`config.mk`:
```
export PLATFORM = sky130hd
export DESIGN_NAME = softmax_max_sub
export DESIGN_NICKNAME = d
export VERILOG_FILES = /design/src/rtl/softmax_max_sub.sv
export SDC_FILE = /design/constraint.sdc
export NUM_CORES = 1
export LEC_CHECK = 0
export CORE_MARGIN = 2
export CORE_UTILIZATION = 40
export DETAILED_ROUTE_END_ITERATION = 8
export HOLD_SLACK_MARGIN = 0.12
export PLACE_DENSITY_LB_ADDON = 0.1
export SYNTH_ARGS = -nofsm -noshare
export SYNTH_HDL_FRONTEND = slang
export SYNTH_SLANG_ARGS = --single-unit
```
`constraint.sdc`:
```
create_clock -name clk -period 9.5 [get_ports clk]
set_input_delay 1.9 -clock clk [delete_from_list [all_inputs] [get_ports clk]]
set_output_delay 1.9 -clock clk [all_outputs]
set_load 0.005 [all_outputs]
```
`src/rtl/softmax_max_sub.sv`:
```
// Frame buffer + running max ahead of the softmax exponent lanes; emits x_i - max as a vector.
// Optional in_last framing check enabled by defining SOFTMAX_MAXSUB_LAST_CHECK_EN.
module softmax_max_sub #(
  parameter int DATA_W = 17,
  parameter int N      = 5,
  parameter int CNT_W  = 3
) (
  input  logic                     clk,
  input  logic                     rst,
  input  logic                     in_valid,
  output logic                     in_ready,
  input  logic signed [DATA_W-1:0] in_data,
  output logic                     out_valid,
  input  logic                     out_ready,
  output logic [N*DATA_W-1:0]      out_vec,
  output logic signed [DATA_W-1:0] out_max
`ifdef SOFTMAX_MAXSUB_LAST_CHECK_EN
  ,
  input  logic                     in_last,
  output logic                     frame_err
`endif
);

  // state   | meaning
  // COLLECT | accepting beats, tracking running max
  // CALC    | one cycle: subtract max, saturate, register vector
  // HOLD    | vector presented until downstream accepts
  localparam logic [1:0] S_COLLECT = 2'd0;
  localparam logic [1:0] S_CALC    = 2'd1;
  localparam logic [1:0] S_HOLD    = 2'd2;

  localparam logic signed [DATA_W:0]   SAT_MIN_W = {2'b11, {(DATA_W-1){1'b0}}};
  localparam logic signed [DATA_W-1:0] SAT_MIN   = {1'b1, {(DATA_W-1){1'b0}}};

  logic [1:0]               r_state;
  logic [CNT_W-1:0]         r_count;
  logic signed [DATA_W-1:0] r_buf [N];
  logic signed [DATA_W-1:0] r_run_max;
  logic [N*DATA_W-1:0]      r_out_vec;
  logic signed [DATA_W-1:0] r_out_max;
  logic                     r_out_valid;

  logic                     w_hs;
  logic                     w_last_beat;
  logic                     w_abort;
  logic                     w_out_hs;
  logic signed [DATA_W:0]   w_diff_wide [N];
  logic [N*DATA_W-1:0]      w_diff_vec;

  assign w_hs        = in_valid & (r_state == S_COLLECT);
  assign w_last_beat = (r_count == CNT_W'(N-1));
  assign w_out_hs    = r_out_valid & out_ready;

`ifdef SOFTMAX_MAXSUB_LAST_CHECK_EN
  // An early in_last drops the partial frame; a missing one only flags the error.
  assign w_abort = w_hs & in_last & ~w_last_beat;
`else
  assign w_abort = 1'b0;
`endif

  // Difference is formed one bit wider so the subtraction itself never wraps.
  always_comb begin
    w_diff_vec = '0;
    for (int i = 0; i < N; i++) begin
      w_diff_wide[i] = {r_buf[i][DATA_W-1], r_buf[i]} - {r_run_max[DATA_W-1], r_run_max};
      if (w_diff_wide[i] < SAT_MIN_W)
        w_diff_vec[i*DATA_W +: DATA_W] = SAT_MIN;
      else
        w_diff_vec[i*DATA_W +: DATA_W] = w_diff_wide[i][DATA_W-1:0];
    end
  end

  always_ff @(posedge clk) begin
    if (rst) begin
      r_state     <= S_COLLECT;
      r_count     <= '0;
      r_run_max   <= '0;
      r_out_vec   <= '0;
      r_out_max   <= '0;
      r_out_valid <= 1'b0;
    end else begin
      case (r_state)
        S_COLLECT: begin
          if (w_abort) begin
            r_count <= '0;
          end else if (w_hs) begin
            if (r_count == '0 || in_data > r_run_max)
              r_run_max <= in_data;
            if (w_last_beat) begin
              r_count <= '0;
              r_state <= S_CALC;
            end else begin
              r_count <= r_count + CNT_W'(1);
            end
          end
        end
        S_CALC: begin
          r_out_vec   <= w_diff_vec;
          r_out_max   <= r_run_max;
          r_out_valid <= 1'b1;
          r_state     <= S_HOLD;
        end
        S_HOLD: begin
          if (w_out_hs) begin
            r_out_valid <= 1'b0;
            r_state     <= S_COLLECT;
          end
        end
        default: begin
          r_state     <= S_COLLECT;
          r_count     <= '0;
          r_out_valid <= 1'b0;
        end
      endcase
    end
  end

  // Buffer contents are don't-care after reset, so it carries no reset term.
  always_ff @(posedge clk) begin
    if (w_hs && !w_abort)
      r_buf[r_count] <= in_data;
  end

`ifdef SOFTMAX_MAXSUB_LAST_CHECK_EN
  logic r_frame_err;

  always_ff @(posedge clk) begin
    if (rst)
      r_frame_err <= 1'b0;
    else if (w_hs && (in_last != w_last_beat))
      r_frame_err <= 1'b1;
  end

  assign frame_err = r_frame_err;
`endif

  assign in_ready  = (r_state == S_COLLECT);
  assign out_valid = r_out_valid;
  assign out_vec   = r_out_vec;
  assign out_max   = r_out_max;

endmodule

```
== After elaboration in Yosys (flattened, before gate mapping) ==
Memory sizes are Yosys's and may differ from the RTL's.
Index checks and enable logic that the tools add are counted.
W data, S select, Z words.

* Add/sub/neg operators: 6
* Order comparisons: 6
* Equal/unequal tests: 6
* Muxes and demuxes: 16
* Bitwise gates (word level): 4
* Reduce and logical (&&, ||, !) cells: 8

{| class="wikitable"
|+ Operators by type and width
! kind !! number
|-
| $lt A18 B17 Y1 const B || 5
|-
| $sub A17 B17 Y18 || 5
|-
| $mux W17 || 5
|-
| $gt A17 B17 Y1 || 1
|-
| $mux W2 || 3
|-
| $mux W3 || 2
|-
| $pmux W2 S3 || 1
|-
| $pmux W3 S2 || 1
|-
| $reduce_and A3 Y1 || 2
|-
| $ne A2 B1 Y1 const B || 2
|-
| $reduce_and A2 Y1 || 2
|-
| $add A3 B1 Y3 const B || 1
|-
| $eq A3 B3 Y1 const B || 1
|-
| $logic_not A3 Y1 || 1
|-
| $mux W1 || 3
|-
| $pmux W1 S3 || 1
|-
| $and A1 B1 Y1 || 2
|-
| $eq A2 B1 Y1 const B || 1
|-
| $eq A2 B2 Y1 const B || 1
|-
| $logic_not A2 Y1 || 1
|-
| $ne A2 B2 Y1 const B || 1
|-
| $not A1 Y1 || 2
|-
| $reduce_or A2 Y1 || 1
|-
| $logic_or A1 B1 Y1 || 1
|}

* Bits in registers: 125
* Memory bits (writable): 85
* Input bits: 21
* Memories: 1

{| class="wikitable"
|+ Memory list
! memory !! depth !! width !! rd ports !! clocked after Yosys merged registers in !! wr ports !! RTL line !! text
|-
| r_buf || 5 || 17 || 5 || 0 || 1 || 37 || <nowiki>logic signed [DATA_W-1:0] r_buf [N];</nowiki>
|}

== Depth between registers and ports, before layout ==
Gate-level depths: netlist of run 1.

* Depth after elaboration: 4
* Depth in mapped cells: 14

== Worst setup path before layout of run 1 ==
OpenSTA, ideal clock, no wires.

* Path type: input port to flip-flop
* From: in in_valid
* To: mem r_buf[4][0], enable pin
* Data arrival time: 3.874 ns
* Data required time: 9.059 ns
* Path slack: 5.185 ns
* Cell stages on the path: 2
* Path buffers: 0
* Path through: nand2_1 -> nor4b_1

* Longest elaborated chain between the ends: 3

{| class="wikitable"
|+ RTL lines
! what !! RTL line !! text
|-
| start: declaration || 10 || <nowiki>input logic in_valid,</nowiki>
|-
| $and A1 B1 Y1 || 50 || <nowiki>assign w_hs = in_valid & (r_state == S_COLLECT);</nowiki>
|-
| $mux W1 || 120 || <nowiki>if (w_hs && !w_abort)</nowiki>
|-
| $mux W1 (implied by the code) || 121 || <nowiki>r_buf[r_count] <= in_data;</nowiki>
|-
| end: declaration || 37 ||
|}

Every way passes these cells.

== Worst setup path in the final report of run 1 ==
* From: in in_data[8]
* To: reg r_run_max[2]

* Longest elaborated chain between the ends: 3

{| class="wikitable"
|+ RTL lines
! what !! RTL line !! text
|-
| start: declaration || 12 || <nowiki>input logic signed [DATA_W-1:0] in_data,</nowiki>
|-
| $gt A17 B17 Y1 || 87 || <nowiki>if (r_count == '0 || in_data > r_run_max)</nowiki>
|-
| $logic_or A1 B1 Y1 || 87 ||
|-
| $reduce_and A3 Y1 (no line) || -- ||
|-
| end signal: assignment || 88 || <nowiki>r_run_max <= in_data;</nowiki>
|-
| end: declaration || 38 || <nowiki>logic signed [DATA_W-1:0] r_run_max;</nowiki>
|}

Every way passes these cells.
A chain may end at the register's enable or synchronous reset.

==> summary.txt, run 1 <==
worst path arrival time - 5000 ps
Pre-antenna DRT Iters - 5
Antenna diodes - 0
#FFs+latches synth - 210
clk_lat worst skew - 520 ps
GP Congestion - 0.8508
Final period util - 0.4855
drt drc - 0
DIE AREA - 29,470 um2
1st-iter DRT viols - 481
area grow syn2layout - 21.68%
largest net degree at the start of global routing - 52
Hold Slack - 464.9 ps
HP Class - reg2reg
Post-DP Area - 12,900 um2
commonest non-fill, non-tap cell in the layout - dfxtp_1
Setup violations, final - 0
cts bufs inserted - 25
Synth top area share - 0.2270
total gr overflow - 0
CTS sink count - 210
clk buf depth - 3
Core ar. - 27,710 um2
f_max - 216.8 MHz
final core occ - 0.4938
commonest non-fill, non-tap cells in the layout - dfxtp_1 (125), clkdlybuf4s50_1 (123), ha_1 (107), nor2_1 (87), edfxtp_1 (85)
Slew @ Worst Pin - 1279 ps
CTS tree - yes
Final Hold Vio Count - 0
Seq/Total Area, Yosys - 0.4496
Mapped Nets - 1,193
Design Area, Final - 13,680 um2
Syn. warnings - 0
final wirelength - 30.79 mm
fillers - 2,545
synth top area cells - edfxtp_1 (23%), dfxtp_1 (22%), ha_1 (12%)
TNS Setup - 0 ps
Nets - 1,320
crit-path max FO - 17
layout cells sized above 1 - 0.07054
number of global-route vias before repair - 8,216
Synth Cell Area - 11,240 um2
Antenna Nets Post-Route - 0
CTS root buf - clkbuf_16
Post-Synthesis Cells - 1,060
Initial Utilization - 0.4058
number of max-cap violations - 0
Detailed Place HPWL - 21.93 mm
Crit. End Element - flip-flop
GRT Util Overall - 0.2112
leakage - 5.163 nW
post-CTS resize count - 0
Reg area - 5055 um2
Worst slew margin - 0.1444
synth unique cells - 75
Multi-input gate area - 5862 um2
Worst Skew - 16.74 ps
initial antenna violation count - 0
EDFF count, synth - 85
num ports - 125
Clock transition at path regs - 60 ps
minimum clock period after layout - 4612 ps
DR WL/cell - 19.45 um
Post-synth top flop - dfxtp_1
outcome - finished clean
Setup Fix Bufs, Post-CTS - 0
FP Rows - 61
first-pass GRT wire length - 47.66 mm
Power per Cell Area - 169.4 nW/um2
Crit Path Category - in2reg
Worst EP required - 9880 ps
Die Wd - 171.7 um
pins over their slew limit - 0
maximum vdd drop - 0.1339 mV
die height - 171.7 um
syn_area_per_cell - 10.61 um2
routed vias - 8,538
port bufs - 124
unrepaired setup endpoints after global routing - false
Critical Path Source Type - input pin
cts hold-fix bufs - 0
FFs w/ async S/R, synth - 0
Via density - 5.394
H-tree depth - 1
largest area contributor in the netlist - edfxtp_1
## cell type report
type | count | area share
clock inverters | 16 | 0.008414
multi-input cells | 758 | 0.4285
inverters | 62 | 0.01701
well taps | 378 | 0.03457
flip-flops and latches | 210 | 0.3695
clock buffers | 29 | 0.04838
repair buffers | 130 | 0.09365
## flip-flops by register name (all words and copies together), names as in the netlist
name / cells
out_vec: 85
r_state: 2
out_max: 17
r_count: 3
r_run_max: 17
out_valid: 1
r_buf: 85
## metal layers
metal | wire length (um) | share of wire | global-route usage | vias to the layer above
li1 | - | - | - | 4219
met1 | 14650 | 0.48 | 0.2935 | 4065
met2 | 13970 | 0.45 | 0.3463 | 212
met3 | 1611 | 0.052 | 0.03175 | 42
met4 | 556 | 0.018 | 0.04901 | 0
met5 | 0 | 0 | 0 | -
## report_power, final
group / leakage [nW] / switching (mW) / internal, mW
combinational: 2.98 / 0.256 / 0.171
sequential: 1.79 / 0.0181 / 0.962
clock: 0.392 / 0.384 / 0.526
total: 5.16 / 0.658 / 1.66
## through the flow
| step | setup slack (ps) | std cells | power, mW |
|---|---|---|---|
| finish | 4888 | 1583 | 2.317 |
| global route | 4673 | 1583 | 2.432 |
| detailed placement | 4382 | 1538 | 1.426 |
| floorplan | 5185 | 1060 | 1.301 |
| global placement | 4395 | 1538 | 1.425 |
| CTS | 4934 | 1583 | 2.338 |
## final timing paths
kind | startpoint | slack, ps | cells after the start | endpoint
worst max-delay path | in_data[8] | 4890 | 10 | r_run_max[2]$_SDFFE_PP0P_
worst max register to register | r_run_max[0]$_SDFFE_PP0P_ | 5760 | 11 | out_vec[76]$_SDFFE_PP0P_
worst min register to register | out_vec[54]$_SDFFE_PP0P_ | 460 | 1 | out_vec[54]$_SDFFE_PP0P_
worst min-delay path | out_vec[54]$_SDFFE_PP0P_ | 460 | 1 | out_vec[54]$_SDFFE_PP0P_
## synth_stat cells, types with 8 or more instances
library cell,number
a211oi_1,12
a21o_1,23
a21oi_1,63
a22o_1,68
a32o_1,12
and3_1,8
clkbuf_1,17
dfxtp_1,125
edfxtp_1,85
ha_1,107
inv_1,62
mux2i_1,36
nand2_1,40
nand2b_1,9
nand3_1,15
nor2_1,89
nor2b_1,16
nor3_1,19
o21a_1,20
o21ai_0,45
or3_1,11
xnor2_1,36
xor2_1,16
## kinds of logic after synthesis
family / count (synthesis) / share of synthesized area
AOI/OAI and AO/OA: 315 / 0.2097
and+or+nand+nor: 243 / 0.1066
DFF: 210 / 0.4496
adders and majority gates: 112 / 0.1280
buffers and inverters: 92 / 0.03361
xor gates and xnor gates: 52 / 0.04051
muxes: 36 / 0.03205
## critical path, stage by stage
cell	delay (ps)
clkdlybuf4s50_1	650
ha_1	430
nand4_1	140
nor3_1	200
nor2_1	60
o211ai_1	100
a21oi_1	130
a211oi_4	1030
mux2i_1	290
nor2_1	50
Note: power is estimated with default switching activity, not from simulation.
==> inputs of run 2 (changes only) <==
==> constraint.sdc (replaced) <==
create_clock -name clk -period 4.5 [get_ports clk]
set_input_delay 0.9 -clock clk [delete_from_list [all_inputs] [get_ports clk]]
set_output_delay 0.9 -clock clk [all_outputs]
set_load 0.005 [all_outputs]
==> run 2 against run 1 <==
Compared with the run above: final cell count grew 1.5%; clock power grew 120%; setup slack lost 3900 ps; non-clock buffer count grew 21; sequential share of layout area shrank 0.52 points; largest cell class unchanged.
==> summary.txt, run 2 (synthesis results as in run 1) <==
outcome - finished clean
maximum vdd drop - 0.2250 mV
final core occ - 0.5008
Core ar. - 27,710 um2
leakage - 5.271 nW
pins over their slew limit - 0
Crit Path Category - reg2reg
Reg area - 5055 um2
Reg power frac - 0.414
Switching Power - 1.412 mW
post-CTS resize count - 0
routed vias - 8,629
FF-to-FF End - out_vec[62]$_SDFFE_PP0P_
clk_lat worst skew - 530 ps
Clock transition at path regs - 60 ps
Final Hold Vio Count - 0
r2r startpoint - r_run_max[0]$_SDFFE_PP0P_
Pre-antenna DRT Iters - 5
number of global-route vias before repair - 8,281
FF-to-FF path depth - 11
reg2reg setup slack - 970 ps
Die Wd - 171.7 um
Hold EP - out_vec[54]$_SDFFE_PP0P_
Initial Utilization - 0.4058
drt drc - 0
commonest non-fill, non-tap cell in the layout - dfxtp_1
initial antenna violation count - 0
cts hold-fix bufs - 0
area grow syn2layout - 23.41%
CTS tree - yes
HP Class - reg2reg
Setup Fix Bufs, Post-CTS - 0
Crit. End Element - flip-flop
f_max - 283.6 MHz
commonest non-fill, non-tap cells in the layout - dfxtp_1 (125), clkdlybuf4s50_1 (123), ha_1 (107), nor2_1 (87), edfxtp_1 (85)
first-pass GRT wire length - 48.38 mm
port bufs - 124
Worst EP required - 4970 ps
DIE AREA - 29,470 um2
CTS root buf - clkbuf_16
num ports - 125
Nets - 1,342
sw frac - 0.2833
Detailed Place HPWL - 22.16 mm
layout cells sized above 1 - 0.08055
Slew @ Worst Pin - 916.3 ps
DR WL/cell - 19.72 um
Worst slew margin - 0.3885
Antenna diodes - 0
final wirelength - 31.69 mm
worst path arrival time - 4000 ps
1st-iter DRT viols - 571
Critical Path Source Type - flip-flop
Setup violations, final - 0
TNS Setup - 0 ps
Comb power frac - 0.188
fillers - 2,561
GRT Util Overall - 0.2163
clk buf depth - 3
Final period util - 0.7836
WHS Path Cells - 1
FP Rows - 61
Antenna Nets Post-Route - 0
die height - 171.7 um
Worst Skew - 16.68 ps
H-tree depth - 1
largest net degree at the start of global routing - 47
unrepaired setup endpoints after global routing - false
GP Congestion - 0.8664
Power Internal - 3.573 mW
Clk pwr share - 0.398
Power per Cell Area - 359.2 nW/um2
number of max-cap violations - 0
minimum clock period after layout - 3526 ps
Multi-input gate area - 5856 um2
total gr overflow - 0
worst setup path startpoint - r_run_max[0]$_SDFFE_PP0P_
cts bufs inserted - 26
crit-path max FO - 16
Via density - 5.370
hold_sp - out_vec[54]$_SDFFE_PP0P_
CTS sink count - 210
-- run 2: per-stage QoR --
| stage | cells | hold WS (ps) | cell area (um2) | worst slack (ps) | total power [mW] |
|---|---|---|---|---|---|
| floorplan | 1060 | 465.7 | 11240 | 1185 | 2.747 |
| global placement | 1559 | 456.6 | 13070 | 911.0 | 3.034 |
| detailed placement | 1559 | 460.6 | 13070 | 836.2 | 3.035 |
| CTS | 1607 | 474.0 | 13880 | 971.2 | 5.032 |
| global route | 1607 | 488.8 | 13880 | 794.5 | 5.223 |
| finish | 1607 | 471.3 | 13880 | 973.6 | 4.985 |
-- run 2: worst max-delay path by stage --
stage,endpoint,cells past startpoint
detailed placement,r_run_max[11]$_SDFFE_PP0P_,11
floorplan,r_buf[4][0]$_DFFE_PP_,2
global placement,r_run_max[0]$_SDFFE_PP0P_,11
global route,out_vec[79]$_SDFFE_PP0P_,11
CTS,out_vec[54]$_SDFFE_PP0P_,11
finish,out_vec[62]$_SDFFE_PP0P_,11
-- run 2: cell type report --
type	count	share of cell area
inverter	62	0.01677
multi-input combinational	758	0.4220
timing repair buffer	151	0.1046
sequential	210	0.3643
clock buffer	33	0.05104
tap	378	0.03408
clock inverter	15	0.007214
-- run 2: worst max-delay path: stages, from the launching register on --
cell      delay (ps)
dfxtp_1          610
ha_1             260
inv_1             60
fa_1             430
a211oi_2         240
o21ai_1          130
a221oi_2         330
a21oi_2          140
a21oi_4          240
nor4_4            80
a311oi_4         680
a32o_1           260
-- run 2: layer usage --
layer	global-route usage	routed length [um]	vias up
li1	-	-	4258
met1	0.3043	15020	4101
met2	0.3433	14150	235
met3	0.04717	2017	35
met4	0.04164	502	0
met5	0	0	-
-- run 2: power by group through the flow --
stage          Combinational (mW)  Clock (mW)  Sequential, mW
2_1_floorplan               0.655           0            2.09
3_3_place_gp                0.931           0            2.10
3_5_place_dp                0.933           0            2.10
4_1_cts                     0.940        2.03            2.06
5_1_grt                      1.05        2.11            2.07
6_report                    0.939        1.98            2.06
==> inputs of run 3 (changes only) <==
==> constraint.sdc (replaced) <==
create_clock -name clk -period 3.4 [get_ports clk]
set_input_delay 0.68 -clock clk [delete_from_list [all_inputs] [get_ports clk]]
set_output_delay 0.68 -clock clk [all_outputs]
set_load 0.005 [all_outputs]
==> run 3 against run 2 <==
Compared with the run above: wire length about the same; sequential cell count unchanged; final cell count increased by 1.1%; count of clock-buffer cells in the layout increased by 1; via count increased by 1.8%; power increased by 35%; global-route usage decreased by 0.075 points.
==> summary.txt, run 3 (synthesis results as in run 1) <==
Pre-antenna DRT Iters - 5
M1 GR Usage - 0.3045
H-tree depth - 1
DIE AREA - 29,470 um2
Crit. End Element - flip-flop
fillers - 2,540
Hold Slack - 463.2 ps
Power per Cell Area - 477.3 nW/um2
CP max-delay cell - o41ai_1
max incr delay on CP - 470 ps
Worst EP required - 3810 ps
number of max-cap violations - 0
Slew @ Worst Pin - 621.8 ps
CTS sink count - 210
Comb power frac - 0.189
Crit Path Category - reg2reg
Worst Skew - 17.43 ps
FF-to-FF End - out_vec[60]$_SDFFE_PP0P_
port bufs - 124
most used cell, CP - inv_1
leakage - 5.395 nW
minimum clock period after layout - 3179 ps
pins over their slew limit - 0
final wirelength - 31.72 mm
layout cells sized above 1 - 0.09944
Antenna Nets Post-Route - 0
largest net degree at the start of global routing - 49
number of global-route vias before repair - 8,289
Initial Utilization - 0.4058
reg2reg setup slack - 220 ps
Placed Cells - 1,574
cts hold-fix bufs - 0
worst path arrival time - 3590 ps
crit-path leading delay family - compound AO/OA/AOI/OAI gates
DR WL/cell - 19.52 um
Reg power frac - 0.405
drt drc - 0
cts bufs inserted - 25
CTS root buf - clkbuf_16
die height - 171.7 um
clk_lat worst skew - 520 ps
Core ar. - 27,710 um2
CTS tree - yes
area grow syn2layout - 25.64%
routed vias - 8,784
worst setup path startpoint - r_run_max[10]$_SDFFE_PP0P_
crit-path max FO - 16
Nets - 1,362
Clk pwr share - 0.406
Final period util - 0.9351
Antenna diodes - 0
f_max - 314.5 MHz
first-pass GRT wire length - 48.01 mm
total gr overflow - 0
Setup crit end - out_vec[60]$_SDFFE_PP0P_
met2 global-route usage - 0.3421
fin worst setup slack - 220.8 ps
Power Internal - 4.892 mW
Setup violations, final - 0
Switching Power - 1.851 mW
Via density - 5.406
CP cell instances - inv_1, ha_1, a21oi_1, o21ai_0, o41ai_1, inv_1, a221o_1, nor4_4, a311oi_4, buf_12, a32o_1
Placement Setup Slack - -282.2 ps
total stage count of the critical path - 11
Worst slew margin - 0.5819
unrepaired setup endpoints after global routing - false
GP Congestion - 0.8396
GRT met3 Usage - 0.03313
final core occ - 0.5099
Die Wd - 171.7 um
FP Rows - 61
global routing's busiest layer - met2
HP Class - reg2reg
initial antenna violation count - 0
num ports - 125
GRT Util Overall - 0.2156
Critical Path Source Type - flip-flop
maximum vdd drop - 0.2923 mV
Clock transition at path regs - 60 ps
r2r startpoint - r_run_max[10]$_SDFFE_PP0P_
post-layout power - 6.743 mW
outcome - finished clean
Detailed Place HPWL - 22.13 mm
FF-to-FF path depth - 11
fin cells - 1,625
clk buf depth - 3
1st-iter DRT viols - 554
commonest non-fill, non-tap cell in the layout - dfxtp_1
buffers and inverters on the worst path - 3
Final Hold Vio Count - 0
commonest non-fill, non-tap cells in the layout - dfxtp_1 (124), clkdlybuf4s50_1 (123), ha_1 (107), nor2_1 (88), edfxtp_1 (85)
sw frac - 0.2745
run 3: cell types whose count changed in the layout (fill, tap and decap cells not counted), moves of 2 or more:
cell and delta:
a21oi_2 -2, a21oi_4 +2, buf_12 +3, buf_4 +18
bufinv_16 +2, clkbuf_16 -2, clkbuf_8 +4, clkinv_1 -5
clkinvlp_4 +2
run 3: metal layers:
metal | routed length, um | vias up
met4 | 746 | 0
li1 | - | 4307
met5 | 0 | -
met2 | 14180 | 267
met1 | 14660 | 4157
met3 | 2138 | 53
run 3: repair_timing:
| item | in CTS | in global routing |
|---|---|---|
| pin swaps | 1 | 2 |
| cloned | 0 | 0 |
| gates resized for setup | 2 | 3 |
| setup endpoints to repair | 47 | 67 |
| setup buffers | 1 | 5 |
run 3: worst min path at each step:
stage,end,cells past startpoint,startpoint
finish,out_vec[54]$_SDFFE_PP0P_,1,out_vec[54]$_SDFFE_PP0P_
global route,out_vec[63]$_SDFFE_PP0P_,1,out_vec[63]$_SDFFE_PP0P_
CTS,out_vec[54]$_SDFFE_PP0P_,1,out_vec[54]$_SDFFE_PP0P_
detailed placement,out_vec[54]$_SDFFE_PP0P_,1,out_vec[54]$_SDFFE_PP0P_
global placement,out_vec[54]$_SDFFE_PP0P_,1,out_vec[54]$_SDFFE_PP0P_
floorplan,out_vec[20]$_SDFFE_PP0P_,1,out_vec[20]$_SDFFE_PP0P_
run 3: power groups by stage:
stage / combinational, mW / sequential [mW] / clock, mW
CTS: 1.27 / 2.73 / 2.80
floorplan: 0.867 / 2.77 / 0
detailed placement: 1.25 / 2.78 / 0
global placement: 1.26 / 2.78 / 0
finish: 1.27 / 2.73 / 2.74
global route: 1.42 / 2.73 / 2.89
run 3: cell type report:
type                       count  area [um2]  area share
inverter                      62       236.5     0.01674
sequential                   210        5056      0.3579
clock inverter                11       135.1    0.009566
clock buffer                  34       709.4     0.05022
timing repair buffer         172        1647      0.1166
tap                          378       473.0     0.03348
multi-input combinational    758        5869      0.4155
run 3: stage by stage:
stage | TNS, ps | cell area [um2]
finish | 0 | 14130
global route | 0 | 14130
CTS | 0 | 14060
detailed placement | -6641 | 13180
global placement | -7789 | 13180
floorplan | 0 | 11240
run 3: worst register-to-register path, cell delays in order (launching register included):
cell	delay (ps)
dfxtp_1	330
inv_1	420
ha_1	400
a21oi_1	150
o21ai_0	140
o41ai_1	470
inv_1	80
a221o_1	410
nor4_4	200
a311oi_4	70
buf_12	170
a32o_1	240
